$ cat config.mk
export PLATFORM = sky130hd
export DESIGN_NAME = rx_deframer
export DESIGN_NICKNAME = d
export VERILOG_FILES = /design/src/rtl/rx_pkg.sv /design/src/rtl/rx_bit_timer.sv /design/src/rtl/rx_deframer.sv
export SDC_FILE = /design/constraint.sdc
export NUM_CORES = 1
export LEC_CHECK = 0
export ABC_AREA = 1
export BUFFER_PORTS_ARGS = -buffer_cell sky130_fd_sc_hd__buf_2
export CAP_MARGIN = 30
export CORE_MARGIN = 5
export CORE_UTILIZATION = 55
export DETAILED_ROUTE_END_ITERATION = 8
export GPL_ROUTABILITY_DRIVEN = 0
export GPL_TIMING_DRIVEN = 0
export PLACE_DENSITY = 0.83
export SLEW_MARGIN = 40
export SYNTH_ARGS = -nofsm -noshare
export SYNTH_HDL_FRONTEND = slang
export SYNTH_SLANG_ARGS = --single-unit
$ cat constraint.sdc
create_clock -name clk -period 2 [get_ports clk]
set_input_delay 0.3 -clock clk [delete_from_list [all_inputs] [get_ports clk]]
set_output_delay 0.3 -clock clk [all_outputs]
set_load 0.05 [all_outputs]
$ cat src/rtl/rx_pkg.sv
// Shared types and width helpers for the serial receive deframer.
package rx_pkg;

  typedef enum logic [1:0] {IDLE, START, DATA, STOP} rx_state_t;

  // Bit-timer width: holds CLKS_PER_BIT-1 as the largest load value.
  function automatic int timer_w(input int clks_per_bit);
    return $clog2(clks_per_bit);
  endfunction

  function automatic int idx_w(input int data_bits);
    return $clog2(data_bits + 1);
  endfunction

endpackage

$ cat src/rtl/rx_bit_timer.sv
// Loadable down-counter that parks at zero; expired is high while the count is zero.
module rx_bit_timer #(
  parameter int W = 4
) (
  input  logic         clk,
  input  logic         Reset,
  input  logic         clr,
  input  logic         load,
  input  logic [W-1:0] load_val,
  output logic         expired
);

  logic [W-1:0] cnt_q, cnt_d;

  always_comb begin
    cnt_d = cnt_q;
    if (clr)               cnt_d = '0;
    else if (load)         cnt_d = load_val;
    else if (cnt_q != '0)  cnt_d = cnt_q - W'(1);
  end

  always_ff @(posedge clk or negedge Reset) begin
    if (!Reset) cnt_q <= '0;
    else        cnt_q <= cnt_d;
  end

  assign expired = (cnt_q == '0);

endmodule

$ cat src/rtl/rx_deframer.sv
// Start/data/stop deframer with a single-word holding register on a valid/ready output.
module rx_deframer
  import rx_pkg::*;
#(
  parameter int DATA_BITS    = 8,
  parameter int CLKS_PER_BIT = 16
) (
  input  logic                 clk,
  input  logic                 Reset,
  input  logic                 Enable,
  input  logic                 Disable,
  input  logic                 Bit_In,
  output logic [DATA_BITS-1:0] Data_Out,
  output logic                 Data_Valid,
  input  logic                 Data_Ready,
  output logic                 Frame_Err,
  output logic                 Overrun
);

  localparam int TW = timer_w(CLKS_PER_BIT);
  localparam int IW = idx_w(DATA_BITS);
  localparam logic [TW-1:0] HALF_LOAD = TW'(CLKS_PER_BIT / 2 - 1);
  localparam logic [TW-1:0] FULL_LOAD = TW'(CLKS_PER_BIT - 1);
  localparam logic [IW-1:0] LAST_IDX  = IW'(DATA_BITS - 1);

  rx_state_t state_q, state_d;
  logic sync1_q, line_q, prev_q;
  logic [IW-1:0] idx_q, idx_d;
  logic [DATA_BITS-1:0] sh_q, sh_d, dout_q, dout_d;
  logic dvalid_q, dvalid_d, ferr_q, ferr_d, ovr_q, ovr_d;
  logic active, tmr_load, tmr_exp, good;
  logic [TW-1:0] tmr_val;

  assign active = Enable && !Disable;

  rx_bit_timer #(.W(TW)) u_timer (
    .clk      (clk),
    .Reset    (Reset),
    .clr      (!active),
    .load     (tmr_load),
    .load_val (tmr_val),
    .expired  (tmr_exp)
  );

  always_comb begin
    state_d  = state_q;
    idx_d    = idx_q;
    sh_d     = sh_q;
    tmr_load = 1'b0;
    tmr_val  = FULL_LOAD;
    good     = 1'b0;
    ferr_d   = 1'b0;
    ovr_d    = 1'b0;
    dout_d   = dout_q;
    dvalid_d = dvalid_q;

    if (!active) begin
      state_d = IDLE;
      idx_d   = '0;
    end else begin
      unique case (state_q)
        IDLE: if (prev_q && !line_q) begin
          state_d  = START;
          tmr_load = 1'b1;
          tmr_val  = HALF_LOAD;
        end
        // A high line at mid-start is a glitch; drop it without flagging.
        START: if (tmr_exp) begin
          if (!line_q) begin
            state_d  = DATA;
            idx_d    = '0;
            tmr_load = 1'b1;
          end else begin
            state_d = IDLE;
          end
        end
        DATA: if (tmr_exp) begin
          sh_d     = {line_q, sh_q[DATA_BITS-1:1]};
          idx_d    = idx_q + IW'(1);
          tmr_load = 1'b1;
          if (idx_q == LAST_IDX) state_d = STOP;
        end
        STOP: if (tmr_exp) begin
          state_d = IDLE;
          if (line_q) good   = 1'b1;
          else        ferr_d = 1'b1;
        end
        default: state_d = IDLE;
      endcase
    end

    if (dvalid_q && Data_Ready) dvalid_d = 1'b0;
    // A consume on the same edge frees the register for the new word.
    if (good) begin
      if (!dvalid_q || Data_Ready) begin
        dout_d   = sh_q;
        dvalid_d = 1'b1;
      end else begin
        ovr_d = 1'b1;
      end
    end
  end

  always_ff @(posedge clk or negedge Reset) begin
    if (!Reset) begin
      sync1_q  <= 1'b1;
      line_q   <= 1'b1;
      prev_q   <= 1'b1;
      state_q  <= IDLE;
      idx_q    <= '0;
      sh_q     <= '0;
      dout_q   <= '0;
      dvalid_q <= 1'b0;
      ferr_q   <= 1'b0;
      ovr_q    <= 1'b0;
    end else begin
      sync1_q  <= Bit_In;
      line_q   <= sync1_q;
      prev_q   <= line_q;
      state_q  <= state_d;
      idx_q    <= idx_d;
      sh_q     <= sh_d;
      dout_q   <= dout_d;
      dvalid_q <= dvalid_d;
      ferr_q   <= ferr_d;
      ovr_q    <= ovr_d;
    end
  end

  assign Data_Out   = dout_q;
  assign Data_Valid = dvalid_q;
  assign Frame_Err  = ferr_q;
  assign Overrun    = ovr_q;

endmodule
==> results.py, run 1 <==
metrics = {
    "status": {
        "status": "finished clean",
    },
    "floorplan": {
        "core_sq_mm": 0.002686,
        "dieHeight_um": 62.47,
        "rows": 19,
        "initial_core_util": 0.5636,
        "die_w_um": 62.47,
        "ios": 17,
        "die_area_sq_mm": 0.003902,
    },
    "setup_path": {
        "reg2reg_from": "u_timer.cnt_q[0]$_DFFE_PN0P_",
        "worst-path-stages": 8,
        "slowest_stage": "dfrtp_1",
        "rrSetupSlack_ps": 410,
        "crit_path_end_kind": "register",
        "crit_type": "reg2reg",
        "crit_fanout": 10,
        "cpMostUsedCell": "nand3_4",
        "critical_path_arrival_ps": 1810,
        "rr_worst_depth": 8,
        "crit_path_start_kind": "register",
        "crit_chain": "inv_1 -> ha_1 -> nand3_4 -> nor2_4 -> nand3_4 -> buf_6 -> nand2_2 -> o21ai_2",
        "slowest_delay_ps": 400,
        "crit_family": "simple AND/OR/NAND/NOR gates",
        "path_buf_inv": 2,
        "crit_start": "u_timer.cnt_q[0]$_DFFE_PN0P_",
        "worstPathRequired_ps": 2220,
    },
    "pwr": {
        "power.density_mw_per_mm2": 808.3,
        "peakVddDrop_mv": 0.6146,
        "p_leak_nw": 0.8444,
    },
    "synth": {
        "ys_top_cells_by_count": "nand2_1 (38), dfrtp_1 (29), inv_1 (19)",
        "synth_edf_count": 0,
        "syn_inst": 157,
        "synthFlopType": "dfrtp_1",
        "synth_most_common_cell": "nand2_1",
        "yosysWarnings": 0,
        "synthMuxAreaShare": 0,
        "yosys.area_share.simple": 0.2529,
        "synth_fa_ha_area_frac": 0.02479,
        "synth-xor-area-share": 0.005785,
        "syn_nets": 166,
        "synth_top_family_by_area": "simple AND/OR/NAND/NOR gates",
        "ys_ff_latch": 32,
        "syn-cell-area_sq_mm": 0.001514,
        "synthDistinctLibCells": 24,
        "synth_area_leaders": "dfrtp_1 (48%), nand2_1 (9.4%), o21ai_2 (8.1%)",
        "yosysSeqAreaShare": 0.5314,
        "syn_area_per_cell_sq_um": 9.643,
        "synth_compound_area_frac": 0.1157,
        "async_flop_share": 1.000,
        "synth_top_area_share": 0.4793,
        "synth_top_area_cell": "dfrtp_1",
    },
    "global_route": {
        "met2_usage": 0.3005,
        "use_met3": 0.03957,
        "overflow": 0,
        "track_usage": 0.1681,
        "grt_pass1_vias": 1195,
        "use_met1": 0.1933,
        "grt_pass1_wl_um": 5361,
        "antenna_found_initial": 0,
        "busiest_layer": "met2",
        "grt_max_degree": 33,
    },
    "final_layout": {
        "fill_cells": 227,
        "final_cell_area_sq_mm": 0.001728,
        "regArea_sq_um": 804.5,
        "diodes": 0,
        "multi_input_area_sq_um": 604.3,
        "syn_to_final_growth_pct": 14.13,
        "drive_gt1_frac": 0.3149,
        "fin_nets": 189,
    },
    "clocking": {
        "cts_tree": "yes",
        "clk_pin_slew_ps": 90,
        "insertion_delay_ps": 320,
        "cts_resized": 0,
        "cts_buffer_depth": 2,
        "cts_buffers": 5,
        "cts_setup_buffers": 0,
        "h-tree-depth": 2,
        "cts_sinks": 32,
        "root_buffer": "clkbuf_4",
        "hold_buffers": 0,
    },
    "sta": {
        "maxSlewHeadroom": 0.5317,
        "tightestPinTransition_ps": 702.4,
        "fin_skew_ps": 5.485,
        "drv_slew": 0,
        "max_freq_ghz": 0.6277,
        "finalCritPeriodShare": 0.7965,
        "finalHoldViolCount": 0,
        "whs_ps": 18.36,
        "fin_ws_ps": 407.0,
        "rsz0062_at_grt": "no",
        "fin_crit_ps": 1593,
        "setup_violations": 0,
        "final.setup.tns_ps": 0,
    },
    "route": {
        "vias": 1108,
        "wire_per_inst_um": 13.68,
        "drt-total-wl_um": 2901,
        "vias_per_cell": 5.226,
        "antenna_left": 0,
        "first_iter_violations": 39,
        "first_pass_iters": 6,
        "drc": 0,
    },
    "placement": {
        "dp_hpwl_um": 2136,
        "portBuffers": 16,
        "pre_cts_ws_ps": 431.3,
        "placed_area_sq_mm": 0.001633,
    },
    "run": {
        "max-cap-violations": 0,
    },
    "worst_hold_path": {
        "hp-class": "in2async",
    },
}
## state kept, by name, summed over array words and instances (netlist names)
signal	cells
Data_Out	8
sh_q	8
idx_q	4
u_timer.cnt_q	4
state_q	2
Data_Valid	1
Frame_Err	1
Overrun	1
line_q	1
prev_q	1
sync1_q	1
## logic make-up after synthesis
| logic type | Yosys count |
|---|---|
| DFF | 32 |
| adders and majority gates | 3 |
| AOI/OAI and AO/OA | 24 |
| xor gates and xnor gates | 1 |
| and+or+nand+nor | 73 |
| buffers and inverters | 24 |
## routing by layer
metal	vias up	wire, um
met4	0	12
met2	22	1542
met5	-	0
met1	531	1240
met3	2	105
li1	553	-
## final timing paths
kind	endpoint
min reg2reg	line_q$_DFF_PN1_
min in group clk	sync1_q$_DFF_PN1_
max reg2reg	Data_Out[7]$_DFFE_PN0P_
max in group asynchronous	idx_q[0]$_DFFE_PN0P_
max	Data_Out[7]$_DFFE_PN0P_
min	u_timer.cnt_q[1]$_DFFE_PN0P_
## worst reg2reg max path, cell delays in order, from the launching register on
cell,delay (ps)
dfrtp_1,400
inv_1,140
ha_1,220
nand3_4,130
nor2_4,170
nand3_4,140
buf_6,190
nand2_2,70
o21ai_2,50
## final cells by class
cell class / instances / area share
buffer: 2 / 0.01303
clock buffer: 7 / 0.03765
clock inverter: 1 / 0.01738
inverter: 22 / 0.04779
multi-input combinational: 101 / 0.3497
sequential: 32 / 0.4656
tap: 31 / 0.02245
timing repair buffer: 16 / 0.04634
## placed cells by master (no fill, tap or decap), drive strengths merged
master  instances
o21bai          1
ha              3
clkbuf          7
buf            18
nand3          13
nor4            1
nor2            7
bufinv          1
o21ai          20
or2             1
nand3b          1
inv            22
xnor2           1
a21oi           3
dfstp           3
nand2          44
nor3b           1
nand4           5
dfrtp          29
## per-stage QoR
step / cells / utilization / power (W)
5_1_grt: 212 / 0.6432 / 0.001471
2_1_floorplan: 157 / - / 0.0008196
3_5_place_dp: 204 / 0.6078 / 0.0008648
6_report: 212 / 0.6432 / 0.001397
4_1_cts: 212 / 0.6432 / 0.001413
3_3_place_gp: 204 / 0.6078 / 0.0008562
## where the power goes
part,switching (W),internal [W],total (W)
Sequential,0.0000131,0.000668,0.000681
Combinational,0.000116,0.0000545,0.000171
Clock,0.000213,0.000332,0.000545
Total,0.000342,0.00105,0.00140
(Power assumes the default switching activity.)
==> run 2, diff against run 1 <==
==> constraint.sdc (replaced) <==
create_clock -name clk -period 1.5 [get_ports clk]
set_input_delay 0.225 -clock clk [delete_from_list [all_inputs] [get_ports clk]]
set_output_delay 0.225 -clock clk [all_outputs]
set_load 0.05 [all_outputs]
==> results.py, run 2 (synthesis results as in run 1) <==
metrics = {
    "route": {
        "vias_per_cell": 5.324,
        "antenna_left": 0,
        "vias": 1166,
        "drc": 0,
        "first_iter_violations": 37,
        "drt-total-wl_um": 2975,
        "first_pass_iters": 4,
        "wire_per_inst_um": 13.58,
    },
    "setup_path": {
        "crit_type": "reg2reg",
        "r2r_end": "Data_Out[7]$_DFFE_PN0P_",
        "crit_fanout": 10,
        "reg2reg_from": "u_timer.cnt_q[0]$_DFFE_PN0P_",
        "crit_start": "u_timer.cnt_q[0]$_DFFE_PN0P_",
        "rrSetupSlack_ps": 100,
        "critical_path_arrival_ps": 1620,
        "rr_worst_depth": 8,
        "crit_path_start_kind": "register",
        "crit_path_end_kind": "register",
        "cp-endpoint": "Data_Out[7]$_DFFE_PN0P_",
        "worstPathRequired_ps": 1720,
    },
    "global_route": {
        "antenna_found_initial": 0,
        "overflow": 0,
        "track_usage": 0.1730,
        "grt_pass1_wl_um": 5513,
        "grt_pass1_vias": 1236,
        "grt_max_degree": 33,
    },
    "floorplan": {
        "ios": 17,
        "initial_core_util": 0.5636,
        "core_sq_mm": 0.002686,
        "rows": 19,
        "dieHeight_um": 62.47,
        "die_area_sq_mm": 0.003902,
        "die_w_um": 62.47,
    },
    "clocking": {
        "clk_pin_slew_ps": 100,
        "cts_sinks": 32,
        "cts_tree": "yes",
        "cts_buffers": 5,
        "cts_buffer_depth": 2,
        "root_buffer": "clkbuf_4",
        "insertion_delay_ps": 320,
        "h-tree-depth": 2,
    },
    "pwr": {
        "p_clk_frac": 0.381,
        "peakVddDrop_mv": 0.8292,
        "combPwrFrac": 0.147,
        "power.density_mw_per_mm2": 1071,
        "pwr-share-seq": 0.472,
        "power.net_switching_w": 0.0004875,
        "p_int_w": 0.001441,
        "p_leak_nw": 0.8778,
        "swShare": 0.2527,
    },
    "sta": {
        "maxSlewHeadroom": 0.5337,
        "drv_slew": 0,
        "tightestPinTransition_ps": 699.4,
        "fin_crit_ps": 1397,
        "max_freq_ghz": 0.7160,
        "setup_violations": 0,
        "finalCritPeriodShare": 0.9311,
        "finalHoldViolCount": 0,
        "final.setup.tns_ps": 0,
        "fin_skew_ps": 4.712,
    },
    "worst_hold_path": {
        "hp-class": "in2reg",
    },
    "placement": {
        "portBuffers": 16,
        "dp_hpwl_um": 2136,
        "placed_area_sq_mm": 0.001633,
    },
    "final_layout": {
        "drive_gt1_frac": 0.3457,
        "fin_nets": 196,
        "final_common_cell": "nand2_1",
        "fill_cells": 216,
        "syn_to_final_growth_pct": 18.93,
        "final_cell_mix": "nand2_1 (38), dfrtp_1 (29), inv_1 (17), buf_2 (16), o21ai_2 (14)",
        "final_cell_area_sq_mm": 0.001800,
        "diodes": 0,
    },
    "status": {
        "status": "finished clean",
    },
    "run": {
        "max-cap-violations": 0,
    },
}
run 2: changes by cell type in the layout (fill, tap and decap cells not counted), sizes merged:
cell / delta
dlygate4sd3: +2
buf: +5
run 2: metrics by stage:
step | std cells | hold WS [ps] | power [W] | setup WS, ps | util
after floorplan | 157 | -70.59 | 0.001093 | 93.66 | -
after global placement | 204 | 297.3 | 0.001142 | -26.96 | 0.6078
after detailed placement | 204 | 308.8 | 0.001153 | -68.68 | 0.6078
after CTS | 217 | 214.0 | 0.001898 | 29.24 | 0.6600
after global routing | 219 | 237.3 | 0.002022 | -0.7098 | 0.6702
final | 219 | 235.5 | 0.001929 | 103.4 | 0.6702
run 2: repair_timing:
item,4_1_cts,5_1_grt
gates resized for setup,2,3
pin swaps,1,2
buffers inserted,3,2
hold buffers,2,0
endpoints found under the setup margin,11,17
endpoints found under the hold margin,30,0
run 2: layout make-up:
| cell class | instances | area, sq um | share of cell area |
|---|---|---|---|
| multi-input combinational | 101 | 616.8 | 0.3426 |
| tap | 31 | 38.79 | 0.02154 |
| sequential | 32 | 804.5 | 0.4468 |
| buffer | 2 | 22.52 | 0.01251 |
| clock buffer | 7 | 65.06 | 0.03614 |
| clock inverter | 1 | 30.03 | 0.01668 |
| timing repair buffer | 23 | 137.6 | 0.07644 |
| inverter | 22 | 85.08 | 0.04725 |
run 2: metal layers:
layer | up-vias | GRT usage | wire length (um)
li1 | 570 | - | -
met1 | 557 | 0.1944 | 1236
met2 | 27 | 0.3109 | 1561
met3 | 12 | 0.04137 | 106
met4 | 0 | 0.06897 | 70
met5 | - | 0 | 0
run 2: worst min path at each step:
stage                          start                           end  slack (ps)  cells after the start
after floorplan                Reset       Data_Out[0]$_DFFE_PN0P_         -70                      0
after global placement         Reset  u_timer.cnt_q[2]$_DFFE_PN0P_         300                      1
after detailed placement       Reset  u_timer.cnt_q[2]$_DFFE_PN0P_         310                      1
after CTS                 Data_Ready             Overrun$_DFF_PN0_         210                      4
after global routing      Data_Ready             Overrun$_DFF_PN0_         240                      4
final                     Data_Ready             Overrun$_DFF_PN0_         240                      4
run 2: worst max-delay path: stages (launching register included):
cell and delay (ps):
dfrtp_1 400, inv_2 110, ha_4 150, nand3_4 120, nor2_4 140, nand3_4 90, buf_6 170, nand2_2 60
o21ai_2 50
run 2: power by group through the flow:
stage | Sequential [W] | Combinational, W | Clock, W
after CTS | 0.000910 | 0.000245 | 0.000743
after global routing | 0.000914 | 0.000320 | 0.000788
after global placement | 0.000922 | 0.000219 | 0
after floorplan | 0.000920 | 0.000173 | 0
after detailed placement | 0.000925 | 0.000228 | 0
final | 0.000910 | 0.000284 | 0.000735
